$ cat src/rtl/hazard_stall_unit.sv
// Pipeline hazard controller: load-use bubble, data-memory wait freeze with timeout,
// operand forwarding selects and a saturating stall-cycle counter.
module hazard_stall_unit #(
    parameter int MEM_TIMEOUT = 16,
    parameter int CNT_W       = 16
) (
    input  logic             clk_i,
    input  logic             clr_i,
    input  logic [3:0]       id_rn_i,
    input  logic [3:0]       id_rm_i,
    input  logic [3:0]       id_rd_i,
    input  logic [2:0]       id_use_i,
    input  logic [3:0]       ex_rd_i,
    input  logic             ex_rf_we_i,
    input  logic             ex_load_i,
    input  logic [3:0]       mem_rd_i,
    input  logic             mem_rf_we_i,
    input  logic             mem_req_i,
    input  logic             mem_ready_i,
    input  logic [3:0]       wb_rd_i,
    input  logic             wb_rf_we_i,
    output logic             pc_ld_o,
    output logic             ifid_ld_o,
    output logic             cu_nop_o,
    output logic             pipe_hold_o,
    output logic [1:0]       fwd_a_o,
    output logic [1:0]       fwd_b_o,
    output logic [1:0]       fwd_c_o,
    output logic             mem_err_o,
    output logic [CNT_W-1:0] stall_count_o
);

    typedef enum logic {ST_RUN, ST_MEMWAIT} state_t;

    localparam logic [15:0] WAIT_LAST = 16'(MEM_TIMEOUT - 1);

    state_t           state_q, state_d;
    logic [15:0]      wait_cnt_q, wait_cnt_d;
    logic             mem_err_q, mem_err_d;
    logic [CNT_W-1:0] stall_count_q, stall_count_d;

    logic freeze;
    logic load_use;

    // r15 is the PC and never forwarded or hazarded; EX loads cannot forward.
    function automatic logic [1:0] fwd_sel(input logic [3:0] src, input logic used,
                                           input logic [3:0] ex_rd, input logic ex_hit_ok,
                                           input logic [3:0] mem_rd, input logic mem_we,
                                           input logic [3:0] wb_rd, input logic wb_we);
        logic [1:0] sel;
        sel = 2'b00;
        if (used && src != 4'd15) begin
            if (ex_hit_ok && ex_rd == src)      sel = 2'b01;
            else if (mem_we && mem_rd == src)   sel = 2'b10;
            else if (wb_we && wb_rd == src)     sel = 2'b11;
        end
        return sel;
    endfunction

    always_comb begin
        freeze   = (state_q == ST_MEMWAIT) || (mem_req_i && !mem_ready_i);
        load_use = ex_load_i && ex_rf_we_i && (ex_rd_i != 4'd15) &&
                   ((id_use_i[0] && id_rn_i == ex_rd_i) ||
                    (id_use_i[1] && id_rm_i == ex_rd_i) ||
                    (id_use_i[2] && id_rd_i == ex_rd_i));

        pc_ld_o     = 1'b1;
        ifid_ld_o   = 1'b1;
        cu_nop_o    = 1'b0;
        pipe_hold_o = 1'b0;
        fwd_a_o     = 2'b00;
        fwd_b_o     = 2'b00;
        fwd_c_o     = 2'b00;

        if (!clr_i) begin
            pc_ld_o   = 1'b0;
            ifid_ld_o = 1'b0;
            cu_nop_o  = 1'b1;
        end else begin
            if (freeze) begin
                pc_ld_o     = 1'b0;
                ifid_ld_o   = 1'b0;
                pipe_hold_o = 1'b1;
            end else if (load_use) begin
                pc_ld_o   = 1'b0;
                ifid_ld_o = 1'b0;
                cu_nop_o  = 1'b1;
            end
            fwd_a_o = fwd_sel(id_rn_i, id_use_i[0], ex_rd_i, ex_rf_we_i && !ex_load_i,
                              mem_rd_i, mem_rf_we_i, wb_rd_i, wb_rf_we_i);
            fwd_b_o = fwd_sel(id_rm_i, id_use_i[1], ex_rd_i, ex_rf_we_i && !ex_load_i,
                              mem_rd_i, mem_rf_we_i, wb_rd_i, wb_rf_we_i);
            fwd_c_o = fwd_sel(id_rd_i, id_use_i[2], ex_rd_i, ex_rf_we_i && !ex_load_i,
                              mem_rd_i, mem_rf_we_i, wb_rd_i, wb_rf_we_i);
        end
    end

    // A ready arriving on the last allowed wait cycle is a normal completion.
    always_comb begin
        state_d       = state_q;
        wait_cnt_d    = wait_cnt_q;
        mem_err_d     = mem_err_q;
        stall_count_d = stall_count_q;

        if (state_q == ST_RUN) begin
            if (mem_req_i && !mem_ready_i) begin
                state_d    = ST_MEMWAIT;
                wait_cnt_d = 16'd0;
            end
        end else begin
            if (mem_ready_i) begin
                state_d    = ST_RUN;
                wait_cnt_d = 16'd0;
            end else if (wait_cnt_q == WAIT_LAST) begin
                state_d    = ST_RUN;
                wait_cnt_d = 16'd0;
                mem_err_d  = 1'b1;
            end else begin
                wait_cnt_d = wait_cnt_q + 16'd1;
            end
        end

        if (!pc_ld_o && stall_count_q != {CNT_W{1'b1}})
            stall_count_d = stall_count_q + CNT_W'(1);
    end

    always_ff @(posedge clk_i) begin
        if (!clr_i) begin
            state_q       <= ST_RUN;
            wait_cnt_q    <= 16'd0;
            mem_err_q     <= 1'b0;
            stall_count_q <= '0;
        end else begin
            state_q       <= state_d;
            wait_cnt_q    <= wait_cnt_d;
            mem_err_q     <= mem_err_d;
            stall_count_q <= stall_count_d;
        end
    end

    assign mem_err_o     = mem_err_q;
    assign stall_count_o = stall_count_q;

endmodule
$ cat config.mk
export PLATFORM = sky130hd
export DESIGN_NAME = hazard_stall_unit
export DESIGN_NICKNAME = d
export VERILOG_FILES = /design/src/rtl/hazard_stall_unit.sv
export SDC_FILE = /design/constraint.sdc
export NUM_CORES = 1
export LEC_CHECK = 0
export CAP_MARGIN = 20
export CELL_PAD_IN_SITES_DETAIL_PLACEMENT = 1
export CELL_PAD_IN_SITES_GLOBAL_PLACEMENT = 2
export CORE_UTILIZATION = 39
export DETAILED_ROUTE_END_ITERATION = 8
export DONT_BUFFER_PORTS = 1
export GPL_TIMING_DRIVEN = 0
export PLACE_DENSITY = 0.87
export SLEW_MARGIN = 25
export SYNTH_ARGS = -nofsm -noshare
export SYNTH_HDL_FRONTEND = slang
export SYNTH_SLANG_ARGS = --single-unit
$ cat constraint.sdc
create_clock -name clk_i -period 5.62 [get_ports clk_i]
set_input_delay 0.562 -clock clk_i [delete_from_list [all_inputs] [get_ports clk_i]]
set_output_delay 0.562 -clock clk_i [all_outputs]
set_load 0.01 [all_outputs]
==> out/qor.txt, run 1 <==
CTS sink count: 34
Clock tree from TritonCTS: done
Row count: 27
Pint: 0.0004070 W
Clock latency on the worst-skew pair: 0.29 ns
I/O Buffers: 0
Post-synthesis instance total: 271
Drc violations: 0
Avg Inst Size Synth: 8.301 µm²
Initial Util: 40.61%
Diode count: 0
Via count: 2035
Count of flip-flops with a built-in enable after synthesis: 0
DRT iter0 DRCs: 74
Rel. slew slack: 36.54%
Vias per inst: 5.798
Hold Crit Class: input pin to flop
Worst vdd ir: 0.0001721 V
Crit path arrival time: 2.20 ns
Final WL: 6.074 mm
Max Freq: 0.3616 GHz
Met3 wire len: 325 µm
Pin count of the biggest net entering global routing: 11
PwrDens: 223.1 nW/µm²
Sw Share: 25.42%
Count of final setup violators: 0
Post-synthesis register bit count: 34
Root buffer cell: clkbuf_8
Clock tree buffer depth: 2
WL/cell: 17.30 µm
Worst setup path class: input pin to output pin
Psw: 0.0001387 W
Comb power frac: 12.8%
CP Launch Type: input pin
Die Width: 77.95 µm
Hold_sp: mem_ready_i
Final Hold Fails: 0
Flop pwr share: 46.0%
Hold WS: 0.3561 ns
Pre-antenna DRT Iters: 4
Vias in the first global route: 2086
Async S/R FF share, synth: 0%
Share of cells above drive strength 1: 8.961%
Max Transition Viols Final: 0
Setup crit end kind: output pin
Final Cycle Share: 49.21%
Tmin final: 2.766 ns
Skew final: 0.01176 ns
Synth warnings: 0
Sum Neg Setup Slack: 0 ns
WP data required: 5.06 ns
GRT overflow: 0
CTS buffer count: 5
Placed Instance Area: 2340 µm²
P_leak: 0.8078 nW
Clk slew on worst S/H paths: 0.06 ns
Max-Cap Viols: 0
First-pass GRT wire length: 10.21 mm
Clock Power Share: 41.2%
Met2 wire length: 2.899 mm
Post-synth top cells: 40 x xor2_1, 34 x dfxtp_1, 25 x nand3_1, 24 x nor2_1, 15 x nand2_1
Seq/Total Area, Yosys: 30.26%
GRT Total Usage: 21.60%
H-tree depth: 2
Highest routed layer: met4
Core area: 5540 µm²
Fill cell count: 693
Worst Setup SP: ex_rd_i[1]
Post-detail-place hpwl: 4.669 mm
Syn Std Cell Area: 2250 µm²
Tot Pwr: 0.0005457 W
Reg2Reg Launch Point: stall_count_o[0]$_SDFFE_PN0P_
Synth top area share: 30.26%
Met1 routed wirelength after detailed routing: 2.775 mm
Gpl congestion: 0.7824
Hold_buf cts: 0
Post-cts repair resize count: 0
Crit path max fanout: 6
RSZ-0062 raised after global routing: false
Layout area overhead: 8.732%
Nets@finish: 315
Slew at the pin closest to its max-slew limit: 0.9519 ns
Area leader, netlist: dfxtp_1
Netlist cell types: 45
Remaining antenna violation count after routing: 0
Ys flop type: dfxtp_1
Initial antenna violation count: 0
Most common cell in the synthesized netlist: xor2_1
Syn nets: 308
Die Area: 6076 µm²
# IOs: 62
Post-route cell area: 2446 µm²
Status: completed
Chip height: 77.95 µm
Synth top area cells: dfxtp_1 30%, xor2_1 16%, nand3_1 5.6%, xnor2_1 4.3%, nor2_1 4.0%
Post-CTS Setup Inserts: 0
[final timing paths]
check / end / slack (ns) / cells past startpoint
min: state_q$_SDFF_PN0_ / 0.36 / 1
min reg2reg: wait_cnt_q[0]$_SDFFE_PN0N_ / 0.51 / 2
max reg2reg: stall_count_o[15]$_SDFFE_PN0P_ / 3.30 / 6
max: pc_ld_o / 2.85 / 6
[critical path: stages]
cell,delay [ns]
xor2_1,0.16
nor4_2,0.08
a222oi_1,0.85
o21ai_0,0.24
inv_1,0.17
buf_4,0.14
[layout by cell type (no fill, tap or decap), types with 3 or more instances in the layout]
cell	instances
a21oi_1	9
a21oi_2	7
and3_1	8
clkbuf_1	3
clkbuf_8	5
dfxtp_1	34
inv_1	4
nand2_1	15
nand3_1	25
nand3b_1	3
nand4_1	9
nor2_1	24
nor2b_1	10
nor3_1	8
nor4_1	7
nor4_2	3
o21ai_0	5
o21ai_1	6
o31ai_1	6
or3_1	5
or4_1	3
xnor2_1	11
xor2_1	40
[layout make-up]
cell class	instances	area [µm²]	share of cell area, %
well taps	72	90.09	3.683
multi-input cells	226	1499	61.28
clock inverters	1	30.03	1.228
plain buffers	6	51.30	2.097
flip-flops and latches	34	680.7	27.83
clock buffers	7	76.32	3.120
inverters	5	18.77	0.7673
[registers in the layout (all words and copies together), names as in the netlist]
register and cells:
stall_count_o 16, wait_cnt_q 16, mem_err_o 1, state_q 1
[logic make-up (layout without fill, tap and decap cells)]
kind of cell | after synthesis | count (layout) | share of synthesized area [%]
adders and majority gates | 2 | 2 | 1.112
buffers and inverters | 11 | 19 | 3.114
DFF | 34 | 34 | 30.26
and+or+nand+nor | 126 | 126 | 30.70
AOI/OAI and AO/OA | 46 | 46 | 14.52
xor gates and xnor gates | 51 | 51 | 19.86
muxes | 1 | 1 | 0.4450
[power by group through the flow]
stage / registers (W) / clock network (W) / logic [W]
2_1_floorplan: 0.000255 / 0 / 0.0000567
3_3_place_gp: 0.000256 / 0 / 0.0000681
3_5_place_dp: 0.000256 / 0 / 0.0000705
4_1_cts: 0.000251 / 0.000230 / 0.0000709
5_1_grt: 0.000252 / 0.000243 / 0.0000780
6_report: 0.000251 / 0.000225 / 0.0000699
[metrics by stage]
| step | util [%] | instances | setup WS (ns) |
|---|---|---|---|
| after floorplan | - | 271 | 3.187 |
| after global placement | 42.23 | 343 | 2.883 |
| after detailed placement | 42.23 | 343 | 2.871 |
| after CTS | 44.15 | 351 | 2.857 |
| after global routing | 44.15 | 351 | 2.689 |
| final | 44.15 | 351 | 2.854 |
[per-layer routing]
layer,up-vias,global-route usage [%]
met1,980,26.59
met4,0,8.519
met3,4,5.647
met5,-,0
li1,1001,-
met2,50,35.84
No activity file was read; power rests on OpenSTA's default activity.
==> inputs of run 2 (changes only) <==
CORE_UTILIZATION = 36   (was 39)
PLACE_DENSITY = 0.82   (was 0.87)
clock period = 2.7 ns   (was 5.62 ns; I/O delays follow)
==> run 2 against run 1 <==
Against the previous run: highest routed layer unchanged; register-to-register slack got worse by 2.9 ns; sequential share of layout area about the same; critical path depth unchanged; combinational power increased by 110%; non-clock buffer count unchanged; final cell count increased by 0.85%; critical path type is now flop to flop; power increased by 110%.
==> out/qor.txt, run 2 (synthesized netlist as in run 1, its figures left out) <==
CP Launch Type: flop
Post-route cell area: 2450 µm² (+0.15%)
Pint: 0.0008470 W (+110%)
Slew at the pin closest to its max-slew limit: 0.9758 ns (+0.02392 ns)
Initial Util: 37.55% (-3.1 points)
Hold_buf cts: 0 (unchanged)
Post-cts repair resize count: 0 (unchanged)
PwrDens: 460.3 nW/µm² (+110%)
Vias per inst: 5.556 (-4.2%)
Gpl congestion: 0.7890 (+0.84%)
Worst setup path class: flop to flop
Layout area overhead: 8.899%
CTS sink count: 34 (unchanged)
Sum Neg Setup Slack: 0 ns (unchanged)
Remaining antenna violation count after routing: 0 (unchanged)
Comb power frac: 12.8% (about the same)
Status: completed
Max-Cap Viols: 0 (unchanged)
Placed Instance Area: 2344 µm² (+0.16%)
RSZ-0062 raised after global routing: false
Die Area: 6569 µm² (+8.1%)
Final WL: 5.887 mm (-3.1%)
Clock tree buffer depth: 2 (unchanged)
# IOs: 62 (unchanged)
Reg2Reg Launch Point: stall_count_o[0]$_SDFFE_PN0P_
Crit-path cells: ha_1 -> and3_1 -> a32o_1 -> a211oi_2 -> or4b_1 -> a21oi_1
Chip height: 81.05 µm (+4.0%)
Hold_sp: mem_ready_i
I/O Buffers: 0 (unchanged)
CTS buffer count: 5 (unchanged)
Die Width: 81.05 µm (+4.0%)
Drc violations: 0 (unchanged)
Final Hold Fails: 0 (unchanged)
First-pass GRT wire length: 9.646 mm (-5.5%)
Setup crit end kind: flop
Pre-antenna DRT Iters: 4 (unchanged)
Post-Layout Cell Count: 354 (+0.85%)
Clk slew on worst S/H paths: 0.07 ns (about the same)
Final Cycle Share: 85.80%
Psw: 0.0002806 W (+100%)
Nets@finish: 315 (unchanged)
Tmin final: 2.317 ns
WL/cell: 16.63 µm (-3.9%)
Clock Power Share: 40.9% (-0.3 points)
WP data required: 2.92 ns (-2.14 ns)
Vias in the first global route: 2048 (-1.8%)
Worst vdd ir: 0.0002096 V (+22%)
Post-detail-place hpwl: 4.669 mm (about the same)
Critical Path Slowest Stage Cell: or4b_1
Most common cell after layout, fill and taps aside: xor2_1
Placed Cells: 346 (+0.87%)
Share of cells above drive strength 1: 8.961% (unchanged)
H-tree depth: 2 (unchanged)
Clock latency on the worst-skew pair: 0.29 ns (about the same)
Max Transition Viols Final: 0 (unchanged)
Hold Crit Class: input pin to flop
Worst Setup SP: stall_count_o[0]$_SDFFE_PN0P_
Row count: 28 (+3.7%)
Post-CTS Setup Inserts: 0 (unchanged)
Flop pwr share: 46.4% (+0.4 points)
Max Freq: 0.4316 GHz
Via count: 1967 (-3.3%)
Crit path arrival time: 2.54 ns (+0.34 ns)
Commonest non-fill, non-tap cells in the layout: 40 x xor2_1, 34 x dfxtp_1, 25 x nand3_1, 24 x nor2_1, 15 x nand2_1
Crit path max fanout: 6 (unchanged)
GRT overflow: 0 (unchanged)
Core area: 5991 µm² (+8.1%)
GRT Total Usage: 19.02% (-2.6 points)
Initial antenna violation count: 0 (unchanged)
Diode count: 0 (unchanged)
Rel. slew slack: 34.94% (-1.6 points)
Skew final: 0.006903 ns (-0.004860 ns)
DRT iter0 DRCs: 56 (-24%)
Root buffer cell: clkbuf_8
Sw Share: 24.88% (-0.54 points)
P_leak: 0.8078 nW (unchanged)
Pin count of the biggest net entering global routing: 11 (unchanged)
Count of final setup violators: 0 (unchanged)
Clock tree from TritonCTS: done
Max incr delay on CP: 0.48 ns (-0.37 ns)
[run 2: layout make-up]
| type | count | area (µm²) |
|---|---|---|
| Clock buffer | 7 | 76.32 |
| Inverter | 5 | 18.77 |
| Sequential cell | 34 | 680.7 |
| Tap cell | 75 | 93.84 |
| Multi-Input combinational cell | 226 | 1499 |
| Fill cell | 742 | 3541 |
| Buffer | 6 | 51.30 |
| Clock inverter | 1 | 30.03 |
[run 2: through the flow]
step	util (%)	hold slack [ns]	worst slack (ns)	power [W]
global placement	39.12	0.3515	0.3622	0.0006760
floorplan	-	0.3493	0.6700	0.0006489
detailed placement	39.12	0.3534	0.3311	0.0006802
finish	40.89	0.05178	0.3833	0.001128
global route	40.89	0.03955	0.2917	0.001183
CTS	40.89	0.04447	0.3683	0.001144
[run 2: critical path, delay by kind of cell, from the launching register on]
kind	cells	cell delay, ns
and+or+nand+nor	2	0.73
DFF	1	0.41
AOI/OAI and AO/OA	3	0.80
adders and majority gates	1	0.31
[run 2: power by group through the flow]
stage          Sequential, W  Combinational [W]  Clock [W]
2_1_floorplan       0.000531           0.000118          0
3_3_place_gp        0.000534           0.000142          0
3_5_place_dp        0.000534           0.000146          0
4_1_cts             0.000523           0.000147   0.000474
5_1_grt             0.000525           0.000161   0.000498
6_report            0.000523           0.000144   0.000461
[run 2: path summary, 6_finish.rpt]
path / to / slack, ns / cells past startpoint
worst max-delay path: stall_count_o[15]$_SDFFE_PN0P_ / 0.38 / 6
worst min-delay path: state_q$_SDFF_PN0_ / 0.05 / 1
worst max register to register: stall_count_o[15]$_SDFFE_PN0P_ / 0.38 / 6
worst min register to register: wait_cnt_q[0]$_SDFFE_PN0N_ / 0.51 / 2
[run 2: layer usage]
metal / track usage, % / vias up / share of wire (%)
met1: 21.59 / 925 / 45
met3: 5.393 / 6 / 5.5
met5: 0 / - / 0
met2: 34.87 / 42 / 49
li1: - / 994 / -
met4: 4.286 / 0 / 1.0
